### src/rtl/toggle_driver.sv
// Runs a worker `runs` times via single-cycle go pulses, counting completions, ones and watchdog aborts.
// go follows an accepted start by one cycle; finished follows the final completion edge; start is ignored while busy.
module toggle_driver #(
  parameter int RUNW    = 8,
  parameter int TIMEOUT = 64
) (
  input  logic            clock,
  input  logic            reset,
  input  logic            start,
  input  logic [RUNW-1:0] runs,
  output logic            go,
  input  logic            done_in,
  input  logic            data_in,
  output logic            busy,
  output logic            finished,
  output logic [RUNW-1:0] ones,
  output logic [RUNW-1:0] completed,
  output logic            timeout
);

  localparam int             WDW     = 16;
  localparam logic [WDW-1:0] WD_LAST = WDW'(TIMEOUT - 1);

  typedef enum logic [2:0] {
    S_IDLE,
    S_LAUNCH,
    S_WAIT,
    S_GAP,
    S_FINISH
  } state_t;

  state_t          state;
  state_t          state_nxt;
  logic [RUNW-1:0] remaining;
  logic [WDW-1:0]  watchdog;
  logic            go_nxt;
  logic            busy_nxt;
  logic            finished_nxt;
  logic            wd_expire;
  logic            last_run;

  assign wd_expire = (watchdog == WD_LAST);
  assign last_run  = (remaining == RUNW'(1));

  always_ff @(posedge clock) begin
    if (reset) begin
      state    <= S_IDLE;
      go       <= 1'b0;
      busy     <= 1'b0;
      finished <= 1'b0;
    end else begin
      state    <= state_nxt;
      go       <= go_nxt;
      busy     <= busy_nxt;
      finished <= finished_nxt;
    end
  end

  always_comb begin
    state_nxt = state;
    case (state)
      S_IDLE:   if (start) state_nxt = (runs != '0) ? S_LAUNCH : S_FINISH;
      S_LAUNCH: state_nxt = S_WAIT;
      // A completion on the last watchdog cycle beats the abort.
      S_WAIT: begin
        if (done_in)        state_nxt = last_run ? S_FINISH : S_GAP;
        else if (wd_expire) state_nxt = S_FINISH;
      end
      S_GAP:    if (!done_in) state_nxt = S_LAUNCH;
      S_FINISH: state_nxt = S_IDLE;
      default:  state_nxt = S_IDLE;
    endcase
  end

  // Outputs are decoded from the next state so that they register alongside it.
  always_comb begin
    go_nxt       = (state_nxt == S_LAUNCH);
    busy_nxt     = (state_nxt != S_IDLE);
    finished_nxt = (state_nxt == S_FINISH);
  end

  always_ff @(posedge clock) begin
    if (reset) begin
      remaining <= '0;
      watchdog  <= '0;
      ones      <= '0;
      completed <= '0;
      timeout   <= 1'b0;
    end else begin
      case (state)
        S_IDLE: begin
          if (start) begin
            remaining <= runs;
            watchdog  <= '0;
            ones      <= '0;
            completed <= '0;
            timeout   <= 1'b0;
          end
        end
        S_LAUNCH: watchdog <= '0;
        S_WAIT: begin
          if (done_in) begin
            completed <= completed + RUNW'(1);
            remaining <= remaining - RUNW'(1);
            if (data_in) ones <= ones + RUNW'(1);
          end else begin
            watchdog <= watchdog + WDW'(1);
            if (wd_expire) timeout <= 1'b1;
          end
        end
        default: ;
      endcase
    end
  end

endmodule

### config.mk
export PLATFORM = sky130hd
export DESIGN_NAME = toggle_driver
export DESIGN_NICKNAME = d
export VERILOG_FILES = /design/src/rtl/toggle_driver.sv
export SDC_FILE = /design/constraint.sdc
export NUM_CORES = 1
export LEC_CHECK = 0
export CAP_MARGIN = 10
export CORE_MARGIN = 2
export CORE_UTILIZATION = 49
export CTS_BUF_LIST = sky130_fd_sc_hd__clkbuf_16
export DETAILED_ROUTE_END_ITERATION = 8
export GPL_TIMING_DRIVEN = 0
export PLACE_DENSITY = 0.75
export SYNTH_ARGS = -nofsm -noshare
export SYNTH_HDL_FRONTEND = slang
export SYNTH_SLANG_ARGS = --single-unit
export TNS_END_PERCENT = 10
### constraint.sdc
create_clock -name clock -period 2 [get_ports clock]
set_clock_uncertainty 0.1 [all_clocks]
set_input_delay 0.4 -clock clock [delete_from_list [all_inputs] [get_ports clock]]
set_output_delay 0.4 -clock clock [all_outputs]
set_load 0.02 [all_outputs]
## Yosys cells after proc, flatten, opt, wreduce, memory -nomap -nowiden

Index checks and enable logic that the tools add are counted.
W data, S select, Z words.

- Register bits after elaboration: 47
- Input bits: 13
- Output and inout bits: 20
- Logic and storage cells: 57

- Add/subtract/negate cells: 4
- Equal/unequal tests: 12
- Mux-type cells: 23
- Reductions and logical operators: 9

Operators by type and width:

| kind | number |
|---|---|
| $mux W8 | 6 |
| $pmux W16 S3 | 1 |
| $pmux W8 S2 | 3 |
| $mux W16 | 2 |
| $mux W3 | 6 |
| $add A16 B1 Y16 const B | 1 |
| $add A8 B1 Y8 const B | 2 |
| $eq A16 B6 Y1 const B | 1 |
| $pmux W3 S4 | 1 |
| $ne A2 B2 Y1 const B | 5 |
| $eq A8 B1 Y1 const B | 1 |
| $reduce_and A4 Y1 | 2 |
| $reduce_bool A8 Y1 | 1 |
| $sub A8 B1 Y8 const B | 1 |
| $eq A3 B1 Y1 const B | 2 |
| $eq A3 B2 Y1 const B | 2 |
| $reduce_and A3 Y1 | 2 |
| $reduce_bool A3 Y1 | 2 |
| $eq A3 B3 Y1 const B | 1 |
| $logic_not A3 Y1 | 1 |
| $mux W1 | 3 |
| $pmux W1 S2 | 1 |
| $reduce_bool A2 Y1 | 1 |

## Logic depth before layout (Yosys ltp)

Gate-level depths: netlist of the first run.

- Depth after elaboration: 5
- Depth in mapped cells: 6
- Mapped depth without buffers: 6

## Least setup slack after synthesis of the first run

No wires, ideal clock.

- Path type: input to register
- From: in done_in
- To: reg watchdog[13]
- Library setup time: 70 ps
- Arrival: 1,808 ps
- Slack: 22 ps
- Cell stages on the path: 5
- Cell sequence: o21a_1 -> or4_4 -> buf_2 -> or4_1 -> a21oi_1

- Longest elaborated chain between the ends: 2

RTL lines:

| what | line | source |
|---|---|---|
| start, declared | 12 | `input logic done_in,` |
| $ne A2 B2 Y1 (no line) | -- |  |
| $reduce_and A3 Y1 (no line) | -- |  |
| end signal, assigned | 107 | `watchdog <= watchdog + WDW'(1);` |
| end, declared | 35 | `logic [WDW-1:0] watchdog;` |

Every way passes these cells.
A chain may end at the register's enable or synchronous reset.

## Worst setup path after layout of the first run

- From: reg state[1]
- To: reg watchdog[13]

- Longest elaborated chain between the ends: 3

RTL lines:

| what | line | source |
|---|---|---|
| start, declared | 32 | `state_t state;` |
| start signal, assigned | 52 | `state <= state_nxt;` |
| $eq A3 B2 Y1 (tied with other cells) | 90 | `case (state)` |
| $ne A2 B2 Y1 (no line) / $reduce_bool A3 Y1 (equally long branches) | -- |  |
| $reduce_and A3 Y1 (no line) | -- |  |

Parallel ways exist; a longest one is shown, timed or not.

==> flow_metrics.env, run 1 <==
export IMPL_syn_area_mm2=0.00248
export IMPL_synth_flop_cell="dfxtp_1"
export IMPL_cts_tree="built"
export IMPL_period_needed_ps=1990
export IMPL_grt_overflow_total=0
export IMPL_rsz0062_at_grt="yes"
export IMPL_p_leak_nw=1.08
export IMPL_fin_area_mm2=0.00318
export IMPL_routed_via_density=5.97
export IMPL_ios=33
export IMPL_placed_area_mm2=0.00289
export IMPL_internal_power_mw=1.58
export IMPL_switching_share_pct=27.8
export IMPL_grt_use_total_pct=23.2
export IMPL_dp_slack_ps=-721
export IMPL_h_tree_depth=2
export IMPL_remaining_drc_errors=0
export IMPL_start_util_pct=51.6
export IMPL_crit_path_top_delay_cell="or4_4"
export IMPL_dpl_hpwl_um=4350
export IMPL_core_area_mm2=0.00482
export IMPL_worstSetupEndpointType="flop"
export IMPL_gp_congestion=0.816
export IMPL_maxCapViolCount=0
export IMPL_crit_path_cell_trace="buf_6 > nor3_2 > or4_4 > buf_6 > or4_1 > a21oi_1"
export IMPL_switchingPower_mw=0.609
export IMPL_nets=367
export IMPL_drive_above_1_share_pct=13.7
export IMPL_max_vdd_ir_drop_uv=397
export IMPL_synth_area_top_cells="dfxtp_1 (38%), a21oi_1 (4.6%), or4_1 (3.6%), nor2_1 (3.5%), nand2_1 (3.3%)"
export IMPL_vias=2488
export IMPL_grt_first_pass_wirelength_um=10300
export IMPL_powerDensity_mw_per_mm2=690
export IMPL_ctsHoldBuffers=0
export IMPL_grt_pass1_vias=2253
export IMPL_min_path_type="reg -> reg"
export IMPL_synthCells=303
export IMPL_status="finished, final reports clean"
export IMPL_clk_pin_slew_worst_paths_ps=60
export IMPL_cp_max_fo=9
export IMPL_netlist_area_leader_share_pct=37.9
export IMPL_drt_iter0_drc=116
export IMPL_tightest_slew_ps=557
export IMPL_wire_per_inst_um=15.0
export IMPL_routed_wl_um=6260
export IMPL_timing_final_crit_share_pct=99.4
export IMPL_io_buffers=32
export IMPL_async_reset_ff_share_pct=0
export IMPL_root_buffer="clkbuf_16"
export IMPL_power_share_clock_pct=37.4
export IMPL_grt_max_degree=16
export IMPL_setup_viol=0
export IMPL_yosys_warnings=0
export IMPL_avgSynthCellArea_um2=8.20
export IMPL_diodes=0
export IMPL_crit_top_cell="buf_6"
export IMPL_combPwrFrac_pct=16.8
export IMPL_finalMaxSlewViolations=0
export IMPL_seqPwrFrac_pct=45.8
export IMPL_final_core_util_pct=65.9
export IMPL_clkSinkCount=47
export IMPL_seq_area_frac_synth_pct=37.9
export IMPL_synth_top_area_cell="dfxtp_1"
export IMPL_die_area_mm2=0.00565
export IMPL_antenna_found_initial=0
export IMPL_required_ps=2120
export IMPL_synth_edff_count=0
export IMPL_startpoint_type="flop"
export IMPL_die_x_um=75.2
export IMPL_relSlewSlack_pct=62.5
export IMPL_dr_pass1_iters=4
export IMPL_timing_final_ws_setup_ps=11.0
export IMPL_synth_seq_cells=47
export IMPL_power_mw=2.19
export IMPL_synth_nets=321
export IMPL_die_y_um=75.2
export IMPL_syn_to_final_growth_pct=27.9
export IMPL_fmax_ghz=0.503
export IMPL_cts_buffers=5
export IMPL_setup_worst_path_class="reg -> reg"
export IMPL_antenna_left=0
export IMPL_rows=25
export IMPL_cts_buffer_depth=2
export IMPL_ys_types=48
export IMPL_cp_arrival_ps=2110
export IMPL_insertion_delay_ps=290
export IMPL_max_stage_delay_ps=540
export IMPL_final_setup_tns_ps=0
export IMPL_hold_viol=0
cells in the final DEF (no fill, tap or decap), types with 3 or more instances in the layout:
| master | netlist | routed |
|---|---|---|
| buf_4 | 1 | 7 |
| mux2i_1 | 4 | 4 |
| o21ai_0 | 15 | 14 |
| nor3_2 | 0 | 3 |
| nor4_1 | 8 | 6 |
| clkdlybuf4s50_1 | 0 | 30 |
| nand4_1 | 9 | 9 |
| nand2b_1 | 3 | 3 |
| a21oi_1 | 23 | 23 |
| and3_1 | 3 | 3 |
| inv_1 | 9 | 9 |
| and4_1 | 3 | 3 |
| ha_1 | 5 | 5 |
| and2_1 | 9 | 9 |
| nor3_1 | 10 | 7 |
| nor2_1 | 23 | 22 |
| dfxtp_1 | 47 | 45 |
| a211oi_1 | 3 | 3 |
| a31oi_1 | 3 | 3 |
| o31ai_1 | 10 | 10 |
| a21o_1 | 4 | 4 |
| or3_1 | 5 | 5 |
| xnor2_1 | 6 | 6 |
| clkbuf_1 | 13 | 5 |
| clkbuf_2 | 0 | 6 |
| clkbuf_16 | 0 | 5 |
| nand3_1 | 13 | 13 |
| o211ai_1 | 3 | 3 |
| xor2_1 | 6 | 6 |
| or4_1 | 12 | 11 |
| nand2_1 | 22 | 22 |
what timing repair did:
item | in CTS | in global routing
resized for setup | 16 | 22
pin swaps | 4 | 3
buffers inserted | 7 | 0
setup endpoints to repair | 38 | 33
Yosys cell counts, types with 3 or more instances:
cell type,number
dfxtp_1,47
a21oi_1,23
nor2_1,23
nand2_1,22
o21ai_0,15
clkbuf_1,13
nand3_1,13
or4_1,12
nor3_1,10
o31ai_1,10
and2_1,9
inv_1,9
nand4_1,9
nor4_1,8
xnor2_1,6
xor2_1,6
ha_1,5
or3_1,5
a21o_1,4
mux2i_1,4
a211oi_1,3
a31oi_1,3
and3_1,3
and4_1,3
nand2b_1,3
o211ai_1,3
state kept, by name (all words and copies together), names as in the netlist:
name and flops:
finished 1, completed 8, busy 1, watchdog 16, remaining 8, timeout 1
go 1, state 3, ones 8
routing by layer:
metal | share of wire, % | global-route usage, %
met1 | 45 | 30.2
met4 | 1.7 | 7.60
met3 | 3.8 | 4.55
met2 | 49 | 38.5
met5 | 0 | 0
worst max-delay path: cells and delay by family (launching register included):
kind            cells  cell delay (ps)
flops               1              330
buf+inv             2              270
simple gates        3             1080
compound gates      1              130
worst paths after layout:
check,slack [ps],cells past startpoint,end,from
setup / recovery,10,6,watchdog[13],state[1]
hold / removal,370,1,timeout,timeout
setup reg to reg,10,6,watchdog[13],state[1]
hold reg to reg,370,1,timeout,timeout
cell families (layout without fill, tap and decap cells):
logic type      Yosys count  in the layout  synth area share [%]
compound gates           73             73                  18.7
xor+xnor                 12             12                  4.23
fa+ha+maj                 5              5                  2.52
buf+inv                  26             73                  4.18
flops                    47             47                  37.9
mux                       6              6                  2.52
simple gates            134            134                  29.9
power groups by stage:
stage | Clock [mW] | Combinational (mW) | Sequential, mW
2_1_floorplan | 0 | 0.225 | 1.02
3_3_place_gp | 0 | 0.333 | 1.02
3_5_place_dp | 0 | 0.338 | 1.02
4_1_cts | 0.834 | 0.350 | 1.00
5_1_grt | 0.879 | 0.404 | 1.01
6_report | 0.820 | 0.367 | 1.00
through the flow:
step / std cells / hold WS [ps]
4_1_cts: 417 / 377
2_1_floorplan: 303 / 342
5_1_grt: 417 / 394
3_3_place_gp: 402 / 358
3_5_place_dp: 402 / 362
6_report: 417 / 368
final cells by class:
class / instances / area [um^2]
clock inverter: 3 / 20.0
inverter: 9 / 33.8
timing repair buffer: 39 / 373
fill: 441 / 1640
clock buffer: 5 / 125
buffer: 17 / 92.6
sequential: 47 / 943
tap: 67 / 83.8
multi-input combinational: 230 / 1510
Note: power is estimated with default switching activity, not from simulation.
==> inputs of run 2 (changes only) <==
RECOVER_POWER = 50   (was default)
==> run 2 against run 1 <==
Cell area unchanged. Die area unchanged. Worst setup slack about the same. Register-to-register slack about the same. Critical path depth unchanged. Via count decreased by 0.36%. Global-route usage unchanged. Critical path type unchanged. Largest power group unchanged. Highest routed layer unchanged.
==> flow_metrics.env, run 2 (synthesized netlist as in run 1, its figures left out) <==
export IMPL_status="finished, final reports clean"
export IMPL_remaining_drc_errors=0
export IMPL_power_mw=2.19
export IMPL_hold_viol=0
export IMPL_timing_final_crit_share_pct=99.5
export IMPL_setup_worst_path_class="reg -> reg"
export IMPL_power_share_clock_pct=37.5
export IMPL_setup_viol=0
export IMPL_grt_max_degree=16
export IMPL_startpoint_type="flop"
export IMPL_clk_pin_slew_worst_paths_ps=60
export IMPL_vias=2479
export IMPL_switching_share_pct=27.9
export IMPL_start_util_pct=51.6
export IMPL_grt_overflow_total=0
export IMPL_cts_buffers=5
export IMPL_internal_power_mw=1.58
export IMPL_ios=33
export IMPL_fmax_ghz=0.503
export IMPL_mostFrequentLayoutCell="dfxtp_1"
export IMPL_p_leak_nw=1.13
export IMPL_cts_buffer_depth=2
export IMPL_routed_via_density=5.94
export IMPL_maxCapViolCount=0
export IMPL_ctsHoldBuffers=0
export IMPL_critPathLaunch="state[1]"
export IMPL_antenna_left=0
export IMPL_die_y_um=75.2
export IMPL_die_area_mm2=0.00565
export IMPL_diodes=0
export IMPL_max_vdd_ir_drop_uv=398
export IMPL_nets=367
export IMPL_rows=25
export IMPL_routed_wl_um=6230
export IMPL_period_needed_ps=1990
export IMPL_gp_congestion=0.816
export IMPL_syn_to_final_growth_pct=27.9
export IMPL_seqPwrFrac_pct=45.8
export IMPL_grt_use_total_pct=23.2
export IMPL_min_path_type="reg -> reg"
export IMPL_combPwrFrac_pct=16.6
export IMPL_cts_tree="built"
export IMPL_switchingPower_mw=0.611
export IMPL_root_buffer="clkbuf_16"
export IMPL_rsz0062_at_grt="yes"
export IMPL_max_stage_delay_ps=540
export IMPL_dr_pass1_iters=4
export IMPL_cp_max_fo=9
export IMPL_io_buffers=32
export IMPL_whs_ps=362
export IMPL_crit_path_top_delay_cell="or4_4"
export IMPL_core_area_mm2=0.00482
export IMPL_wire_per_inst_um=14.9
export IMPL_worst_path_buf_inv=2
export IMPL_crit_path_cell_trace="buf_6 > nor3_2 > or4_4 > buf_6 > or4_1 > a21oi_1"
export IMPL_powerDensity_mw_per_mm2=690
export IMPL_cp_top_family="simple AND/OR/NAND/NOR gates"
export IMPL_hp_start="timeout"
export IMPL_h_tree_depth=2
export IMPL_final_cell_mix="dfxtp_1 (45), a21oi_1 (23), nor2_1 (22), nand2_1 (22), dlygate4sd3_1 (17)"
export IMPL_required_ps=2120
export IMPL_drt_iter0_drc=115
export IMPL_drive_above_1_share_pct=13.7
export IMPL_relSlewSlack_pct=62.5
export IMPL_ff2ff_setup_slack_ps=10
export IMPL_reg2reg_from="state[1]"
export IMPL_cp_arrival_ps=2110
export IMPL_grt_first_pass_wirelength_um=10300
export IMPL_antenna_found_initial=0
export IMPL_finalMaxSlewViolations=0
export IMPL_die_x_um=75.2
export IMPL_crit_top_cell="buf_6"
export IMPL_dpl_hpwl_um=4350
export IMPL_largest_register="watchdog"
export IMPL_clkSinkCount=47
export IMPL_tightest_slew_ps=558
export IMPL_grt_pass1_vias=2253
export IMPL_worstSetupEndpointType="flop"
export IMPL_largest_reg_flops=16
export IMPL_insertion_delay_ps=290
run 2: cell types whose count changed in the layout (fill, tap and decap cells not counted), sizes merged:
cell / delta
clkdlybuf4s50: -17
dlygate4sd3: +17
buf: -2
clkbuf: +2
run 2: per-layer routing:
| layer | vias to the layer above | part of all wire (%) | global-route usage [%] |
|---|---|---|---|
| met5 | - | 0 | 0 |
| met4 | 0 | 1.7 | 7.60 |
| met3 | 11 | 4.7 | 4.55 |
| met2 | 62 | 49 | 38.5 |
| met1 | 1182 | 44 | 30.2 |
| li1 | 1224 | - | - |
run 2: metrics by stage:
| stage | setup slack [ps] | instance area (um^2) | TNS [ps] | utilization (%) | std cells |
|---|---|---|---|---|---|
| floorplan | 21.5 | 2480 | 0 | - | 303 |
| global placement | -664 | 2890 | -17990 | 59.9 | 402 |
| detailed placement | -721 | 2890 | -19860 | 59.9 | 402 |
| CTS | 11.3 | 3130 | 0 | 64.9 | 417 |
| global route | -58.4 | 3180 | -243 | 65.9 | 417 |
| finish | 10.6 | 3180 | 0 | 65.9 | 417 |
run 2: power by group through the flow:
| stage | Clock, mW | Combinational (mW) | Sequential [mW] |
|---|---|---|---|
| floorplan | 0 | 0.225 | 1.02 |
| global placement | 0 | 0.333 | 1.02 |
| detailed placement | 0 | 0.338 | 1.02 |
| CTS | 0.834 | 0.350 | 1.00 |
| global route | 0.879 | 0.401 | 1.01 |
| finish | 0.822 | 0.365 | 1.00 |
run 2: repair_timing:
item	in CTS	in global routing
resized for setup	16	22
buffers inserted	7	0
pin swaps	4	3
setup endpoints to repair	38	33
run 2: path summary, 6_finish.rpt:
kind,cells after the start,end
max,6,watchdog[13]
min,1,timeout
max reg2reg,6,watchdog[13]
min reg2reg,1,timeout
run 2: cell type report:
| class | count | area (um^2) |
|---|---|---|
| sequential | 47 | 943 |
| multi-input combinational | 230 | 1510 |
| fill | 441 | 1640 |
| buffer | 17 | 92.6 |
| tap | 67 | 83.8 |
| clock inverter | 3 | 20.0 |
| inverter | 9 | 33.8 |
| clock buffer | 5 | 125 |
| timing repair buffer | 39 | 373 |
